`src/rtl/win_pkg.sv`:
```
// Shared constants and types for the window-multiplier sequencer (win_seq).
package win_pkg;
    localparam int Dwidth  = 16;
    localparam int Nwin    = 32;
    localparam int Iwidth  = $clog2(Nwin);
    localparam int WIN_LAT = 3;
    localparam int FDEPTH  = 8;
    localparam int CWIDTH  = 16;

    typedef struct packed {
        logic [Dwidth-1:0] re;
        logic [Dwidth-1:0] im;
    } cplx_t;

    typedef struct packed {
        logic  last;
        cplx_t data;
    } fifo_word_t;

    typedef enum logic [1:0] {IDLE, RUN, DRAIN} win_seq_state_t;
endpackage

```
`src/rtl/win_seq_fifo.sv`:
```
// Synchronous first-word-fall-through FIFO; DEPTH must be a power of two.
module win_seq_fifo
    import win_pkg::*;
#(
    parameter int DEPTH = FDEPTH,
    parameter int W     = 2*Dwidth+1,
    parameter int AW    = $clog2(DEPTH)
) (
    input  logic          clk,
    input  logic          rst,
    input  logic          push,
    input  logic [W-1:0]  push_data,
    input  logic          pop,
    output logic [W-1:0]  head,
    output logic [AW:0]   count,
    output logic          full,
    output logic          empty
);
    logic [W-1:0]  mem_q [DEPTH];
    logic [W-1:0]  mem_d [DEPTH];
    logic [AW-1:0] wr_ptr_q, wr_ptr_d;
    logic [AW-1:0] rd_ptr_q, rd_ptr_d;
    logic [AW:0]   count_q, count_d;
    logic          do_push, do_pop;

    assign empty = (count_q == '0);
    assign full  = (count_q == (AW+1)'(DEPTH));
    assign count = count_q;
    assign head  = mem_q[rd_ptr_q];

    // A full FIFO still takes a push when the head leaves in the same cycle.
    always_comb begin
        mem_d    = mem_q;
        wr_ptr_d = wr_ptr_q;
        rd_ptr_d = rd_ptr_q;
        count_d  = count_q;
        do_pop   = pop && !empty;
        do_push  = push && (!full || do_pop);
        if (do_push) begin
            mem_d[wr_ptr_q] = push_data;
            wr_ptr_d        = wr_ptr_q + AW'(1);
        end
        if (do_pop) begin
            rd_ptr_d = rd_ptr_q + AW'(1);
        end
        case ({do_push, do_pop})
            2'b10:   count_d = count_q + (AW+1)'(1);
            2'b01:   count_d = count_q - (AW+1)'(1);
            default: count_d = count_q;
        endcase
    end

    always_ff @(posedge clk) begin
        if (rst) begin
            mem_q    <= '{default: '0};
            wr_ptr_q <= '0;
            rd_ptr_q <= '0;
            count_q  <= '0;
        end else begin
            mem_q    <= mem_d;
            wr_ptr_q <= wr_ptr_d;
            rd_ptr_q <= rd_ptr_d;
            count_q  <= count_d;
        end
    end
endmodule

```
`src/rtl/win_seq.sv`:
```
// Sequencer for the 32-point window multiplier: frame/index counting, last-tag
// realignment and a credit-managed output FIFO so downstream stalls never lose data.
module win_seq
    import win_pkg::*;
(
    input  logic              clk,
    input  logic              rst,
    input  logic              start,
    input  logic [CWIDTH-1:0] nframes,
    input  logic              stop,
    output logic              busy,
    output logic              done,
    output logic [CWIDTH-1:0] frame_cnt,
    output logic              ovf_err,
    input  logic              s_valid,
    output logic              s_ready,
    input  logic [Dwidth-1:0] s_real,
    input  logic [Dwidth-1:0] s_imag,
    output logic              win_dv_in,
    output logic [Iwidth-1:0] win_index,
    output logic [Dwidth-1:0] win_din_real,
    output logic [Dwidth-1:0] win_din_imag,
    input  logic              win_dv_out,
    input  logic [Dwidth-1:0] win_dout_real,
    input  logic [Dwidth-1:0] win_dout_imag,
    output logic              m_valid,
    input  logic              m_ready,
    output logic [Dwidth-1:0] m_real,
    output logic [Dwidth-1:0] m_imag,
    output logic              m_last
);
    localparam int AW  = $clog2(FDEPTH);
    localparam int IFW = $clog2(WIN_LAT+2);
    localparam int IGW = $clog2(WIN_LAT+1);

    win_seq_state_t    state_q, state_d;
    logic [Iwidth-1:0] index_q, index_d;
    logic [CWIDTH-1:0] frame_cnt_q, frame_cnt_d;
    logic [CWIDTH-1:0] nframes_q, nframes_d;
    logic              stop_req_q, stop_req_d;
    logic [IFW-1:0]    inflight_q, inflight_d;
    logic              dv_in_q, dv_in_d;
    logic [Iwidth-1:0] win_index_q, win_index_d;
    cplx_t             din_q, din_d;
    logic [WIN_LAT:0]  tag_q, tag_d;
    logic              ovf_q, ovf_d;
    logic [IGW-1:0]    ignore_q, ignore_d;

    fifo_word_t        fifo_in, fifo_head;
    logic [AW:0]       fifo_count;
    logic              fifo_full, fifo_empty, fifo_push, fifo_pop;
    logic [AW+1:0]     credit_used;
    logic              transfer, dv_out_ok, idx_last, run_end, done_pulse;

    // Credits cover samples still inside win plus words already in the FIFO.
    assign credit_used = (AW+2)'(inflight_q) + (AW+2)'(fifo_count);
    assign s_ready     = (state_q == RUN) && (credit_used < (AW+2)'(FDEPTH));
    assign transfer    = s_valid && s_ready;
    assign dv_out_ok   = win_dv_out && (ignore_q == '0);
    assign idx_last    = (index_q == Iwidth'(Nwin-1));
    assign run_end     = ((nframes_q != '0) && (frame_cnt_q + CWIDTH'(1) == nframes_q)) || stop_req_q;

    assign fifo_in   = '{last: tag_q[WIN_LAT], data: '{re: win_dout_real, im: win_dout_imag}};
    assign fifo_push = dv_out_ok;
    assign fifo_pop  = m_valid && m_ready;

    win_seq_fifo #(.DEPTH(FDEPTH), .W(2*Dwidth+1)) u_fifo (
        .clk       (clk),
        .rst       (rst),
        .push      (fifo_push),
        .push_data (fifo_in),
        .pop       (fifo_pop),
        .head      (fifo_head),
        .count     (fifo_count),
        .full      (fifo_full),
        .empty     (fifo_empty)
    );

    always_comb begin
        state_d     = state_q;
        index_d     = index_q;
        frame_cnt_d = frame_cnt_q;
        nframes_d   = nframes_q;
        stop_req_d  = stop_req_q;
        inflight_d  = inflight_q;
        dv_in_d     = transfer;
        win_index_d = win_index_q;
        din_d       = din_q;
        tag_d       = {tag_q[WIN_LAT-1:0], transfer && idx_last};
        ovf_d       = ovf_q || (fifo_push && fifo_full && !fifo_pop);
        ignore_d    = (ignore_q != '0) ? ignore_q - IGW'(1) : ignore_q;
        done_pulse  = 1'b0;

        if (transfer) begin
            win_index_d = index_q;
            din_d       = '{re: s_real, im: s_imag};
            index_d     = idx_last ? '0 : index_q + Iwidth'(1);
            if (idx_last) begin
                frame_cnt_d = frame_cnt_q + CWIDTH'(1);
            end
        end

        case ({transfer, dv_out_ok})
            2'b10:   inflight_d = inflight_q + IFW'(1);
            2'b01:   inflight_d = (inflight_q != '0) ? inflight_q - IFW'(1) : inflight_q;
            default: inflight_d = inflight_q;
        endcase

        // A run only ends on a frame boundary, so frames are never truncated.
        case (state_q)
            IDLE: begin
                if (start) begin
                    state_d     = RUN;
                    nframes_d   = nframes;
                    frame_cnt_d = '0;
                    stop_req_d  = 1'b0;
                end
            end
            RUN: begin
                if (stop) begin
                    stop_req_d = 1'b1;
                end
                if (transfer && idx_last && run_end) begin
                    state_d = DRAIN;
                end
            end
            DRAIN: begin
                if ((inflight_q == '0) && fifo_empty) begin
                    state_d    = IDLE;
                    done_pulse = 1'b1;
                end
            end
            default: state_d = IDLE;
        endcase
    end

    // The ignore window swallows dv_out pulses win still emits after a reset.
    always_ff @(posedge clk) begin
        if (rst) begin
            state_q     <= IDLE;
            index_q     <= '0;
            frame_cnt_q <= '0;
            nframes_q   <= '0;
            stop_req_q  <= 1'b0;
            inflight_q  <= '0;
            dv_in_q     <= 1'b0;
            win_index_q <= '0;
            din_q       <= '0;
            tag_q       <= '0;
            ovf_q       <= 1'b0;
            ignore_q    <= IGW'(WIN_LAT);
        end else begin
            state_q     <= state_d;
            index_q     <= index_d;
            frame_cnt_q <= frame_cnt_d;
            nframes_q   <= nframes_d;
            stop_req_q  <= stop_req_d;
            inflight_q  <= inflight_d;
            dv_in_q     <= dv_in_d;
            win_index_q <= win_index_d;
            din_q       <= din_d;
            tag_q       <= tag_d;
            ovf_q       <= ovf_d;
            ignore_q    <= ignore_d;
        end
    end

    assign busy         = (state_q != IDLE);
    assign done         = done_pulse;
    assign frame_cnt    = frame_cnt_q;
    assign ovf_err      = ovf_q;
    assign win_dv_in    = dv_in_q;
    assign win_index    = win_index_q;
    assign win_din_real = din_q.re;
    assign win_din_imag = din_q.im;
    assign m_valid      = !fifo_empty;
    assign m_real       = fifo_head.data.re;
    assign m_imag       = fifo_head.data.im;
    assign m_last       = fifo_head.last && !fifo_empty;
endmodule
```
`config.mk`:
```
export PLATFORM = sky130hd
export DESIGN_NAME = win_seq
export DESIGN_NICKNAME = d
export VERILOG_FILES = /design/src/rtl/win_pkg.sv /design/src/rtl/win_seq_fifo.sv /design/src/rtl/win_seq.sv
export SDC_FILE = /design/constraint.sdc
export NUM_CORES = 1
export LEC_CHECK = 0
export BUFFER_PORTS_ARGS = -buffer_cell sky130_fd_sc_hd__buf_2
export CORE_ASPECT_RATIO = 1.75
export CORE_MARGIN = 5
export CORE_UTILIZATION = 42
export CTS_CLUSTER_SIZE = 28
export DETAILED_ROUTE_END_ITERATION = 12
export PLACE_DENSITY = 0.72
export SYNTH_ARGS = -nofsm -noshare
export SYNTH_HDL_FRONTEND = slang
export SYNTH_SLANG_ARGS = --single-unit
```
`constraint.sdc`:
```
create_clock -name clk -period 4.72 [get_ports clk]
set_clock_uncertainty 0.2 [all_clocks]
set_input_delay 0.236 -clock clk [delete_from_list [all_inputs] [get_ports clk]]
set_output_delay 0.236 -clock clk [all_outputs]
set_load 0.02 [all_outputs]
```
==> run metrics <==
Worst Setup Start Kind flip-flop; synthesized area per cell between 8 and 9 um^2; WL final between 40 and 50 mm; Pint between 4 and 5 mW; pwr dens roughly 350 nW/um^2; Syn. warnings 0; IO Port Bufs 178; Routed WL per cell between 15 and 20 um; critical path's slowest cell dfxtp_4; cts hold-fix bufs 83; Post-synth EDFFs 0; synth top area cells dfxtp_1 47%, nand2_1 16%, a21oi_1 11%; FF+latch count, synth roughly 360; r2r startpoint ignore_q[0]; Num CTS Buffers 35; setup TNS 0 ns; Max stage delay on crit path approximately 0.75 ns; RSZ-0062 raised after global routing no; number of max-cap violations 0; number of antenna violations at the first check in global routing 4; Vias/cell approximately 5.4; overall global routing resource usage 20.3%; DR pass1 iterations 5; Max Slew Vio Count 0; Fmax 307 MHz; post-route clock period utilization 69.0%; mapped cell area ~16000 um^2; # DRC 0; Synth top area share between 40% and 50%; Req. time, crit path roughly 4.3 ns; Layout Nets 2101; fraction of layout cells with a size suffix above 1 between 10% and 20%; net switching power roughly 1.5 mW; clock share of power 43.0%; worst slew pin tran ~1.1 ns; simple-gate share of the synthesized area between 20% and 30%; Hold/Removal Path Class input port to flip-flop; Reg power frac about half; Sw Share about a quarter; global-route wire length before repair 68.8 mm; synth-to-layout area growth 18.8%; Worst Path Arrival between 2 and 3 ns; vias in the first global route 13600; post-route worst setup slack ~1.5 ns; HP Start m_ready; Setup crit end m_last; post-synthesis compound-gate area fraction a little under an eighth; die area roughly 41000 um^2; IO Count 179; final worst path period need about 3.3 ns; placement row count between 90 and 100; final hold vios 0; ANT nets after route 0; endpoint class of the critical path output port; final setup fails 0; Clk Latency, worst-skew pair about 0.52 ns; critical path cell sequence buf_12 -> mux4_2 -> mux2i_1 -> nor2_1 -> buf_2; cell taking the most area after synthesis dfxtp_1; gpl congestion ~0.84; launch point of the worst path u_fifo.rd_ptr_q[0]; chip width about 160 um; core footprint between 30000 and 40000 um^2; via count 13500; Levels on crit path 5; CP Class flip-flop to output port; multiplexer share of the synthesized area roughly 12%; sequential area share after synthesis roughly 47%; status complete, no violations; crit path buf inv count 2; flop2flop setup slack approximately 1.6 ns; HPWL Detailed 26.0 mm; Cell variety after synth a little over 50; clock tree buffer depth 3; Net Count, Synth between 1500 and 2000; worst vdd ir 174 uV; DIE HEIGHT around 260 um; combinational share of power 7.8%; Crit path max-delay family multiplexers; Clock Pin Slew Worst Setup and Hold Paths roughly 0.07 ns; root buf cell clkbuf_16; Adder-Cell Fraction of Synth Area 1.14%; Post-CTS Setup Repair Bufs 0; crit path max fanout 39; relative slew slack approximately a quarter; Place WS approximately 1.6 ns; largest net degree at the start of global routing approximately 190; Pleak ~6.5 nW; RR Endpoint u_fifo.mem_q[111]; XOR/XNOR Fraction of Synth Area 2.53%; Iteration-0 DRC Markers between 1000 and 1500; CTS tree built; fraction of registers with async set/reset 0%; Main synth FF type dfxtp_1; Register-to-Register Path Depth 8; post_cts resized 0; H-tree depth 2; Sink Count ~360; largest family of logic cells by synthesized area simple AND/OR/NAND/NOR gates; global route overflow 0; Initial Utilization approximately 42%; Synth Instances 1861
-- cells in the mapped netlist, drive strengths merged, types with 2 or more instances --
library cell	n
a31oi	3
nor2b	7
o21ai	9
o22ai	2
nor4	10
mux4	66
or3	7
nor3	15
nand2b	8
dfxtp	362
nand3	13
nand2	671
nand4	5
a211oi	2
a21oi	334
ha	11
inv	10
nand3b	4
or2	3
mux2	33
mux2i	6
fa	2
xnor2	26
and2	3
clkbuf	116
o211ai	2
or4b	2
or4	2
buf	50
nor2	47
xor2	19
a21o	2
-- routing by layer --
| layer | vias up | GRT usage [%] | part of all wire, % |
|---|---|---|---|
| met3 | 150 | 2.25 | 4.5 |
| met1 | 6460 | 22.0 | 37 |
| met2 | 441 | 38.2 | 54 |
| met4 | 0 | 10.5 | 5.0 |
| met5 | - | 0 | 0 |
| li1 | 6458 | - | - |
-- area by class of cell --
cell class	count	area [um^2]
fill	3395	18300
multi-input combinational	1323	7670
sequential	362	7260
timing repair buffer	269	1820
clock buffer	51	1020
tap	475	594
clock inverter	10	86.3
inverter	10	37.5
antenna	4	10.0
-- logic make-up (layout without fill, tap and decap cells) --
kind of cell,count (synthesis),after routing
other,0,4
AOI/OAI and AO/OA,360,360
adders and majority gates,13,13
muxes,105,105
buffers and inverters,176,340
DFF,362,362
and+or+nand+nor,800,800
xor gates and xnor gates,45,45
-- through the flow --
step | hold WS (ns) | cells | total power, mW | utilization, % | instance area, um^2
floorplan | 0.172 | 1861 | 3.53 | - | 15600
global placement | 0.222 | 2356 | 3.65 | 45.0 | 16500
detailed placement | 0.226 | 2356 | 3.67 | 45.0 | 16500
CTS | 0.0176 | 2500 | 6.47 | 50.3 | 18500
global route | 0.0594 | 2504 | 6.62 | 50.3 | 18500
finish | 0.0227 | 2504 | 6.41 | 50.3 | 18500
-- cell usage in the layout, fill, tap and decap left out, drive strengths merged, types with 6 or more instances in the layout --
master and count:
nand2 671, dfxtp 362, a21oi 334, buf 186, dlygate4sd3 83, mux4 66, clkbuf 51, nor2 47
mux2 33, xnor2 26, xor2 19, nor3 15, nand3 13, ha 11, inv 11, nor4 10
o21ai 9, nand2b 8, nor2b 7, or3 7, mux2i 6
-- power groups by stage --
stage | combinational [mW] | sequential (mW) | clock, mW
floorplan | 0.329 | 3.20 | 0
finish | 0.503 | 3.15 | 2.76
global route | 0.548 | 3.16 | 2.91
detailed placement | 0.445 | 3.22 | 0
global placement | 0.435 | 3.22 | 0
CTS | 0.504 | 3.15 | 2.81
-- how the worst min path moves through the flow --
stage | slack (ns) | endpoint | depth (start not counted)
6_report | 0.02 | u_fifo.rd_ptr_q[0] | 4
5_1_grt | 0.06 | u_fifo.rd_ptr_q[0] | 4
4_1_cts | 0.02 | ovf_err | 5
3_5_place_dp | 0.23 | tag_q[2] | 1
3_3_place_gp | 0.22 | tag_q[2] | 1
2_1_floorplan | 0.17 | nframes_q[0] | 2
-- flip-flops by register name, indices dropped and copies added, names as in the netlist --
register and flops:
win_dv_in 1, tag_q 4, win_din_real 16, ovf_err 1, u_fifo.mem_q 264, nframes_q 16, win_index 5, u_fifo.wr_ptr_q 3
state_q 2, u_fifo.count 4, stop_req_q 1, u_fifo.rd_ptr_q 3, index_q 5, frame_cnt 16, win_din_imag 16, inflight_q 3
ignore_q 2
-- worst min-delay path, delay by kind of cell --
kind | cells | cell delay (ns)
simple gates | 2 | 0.30
xor+xnor | 1 | 0.09
buf+inv | 1 | 0.08
(Power assumes the default switching activity.)
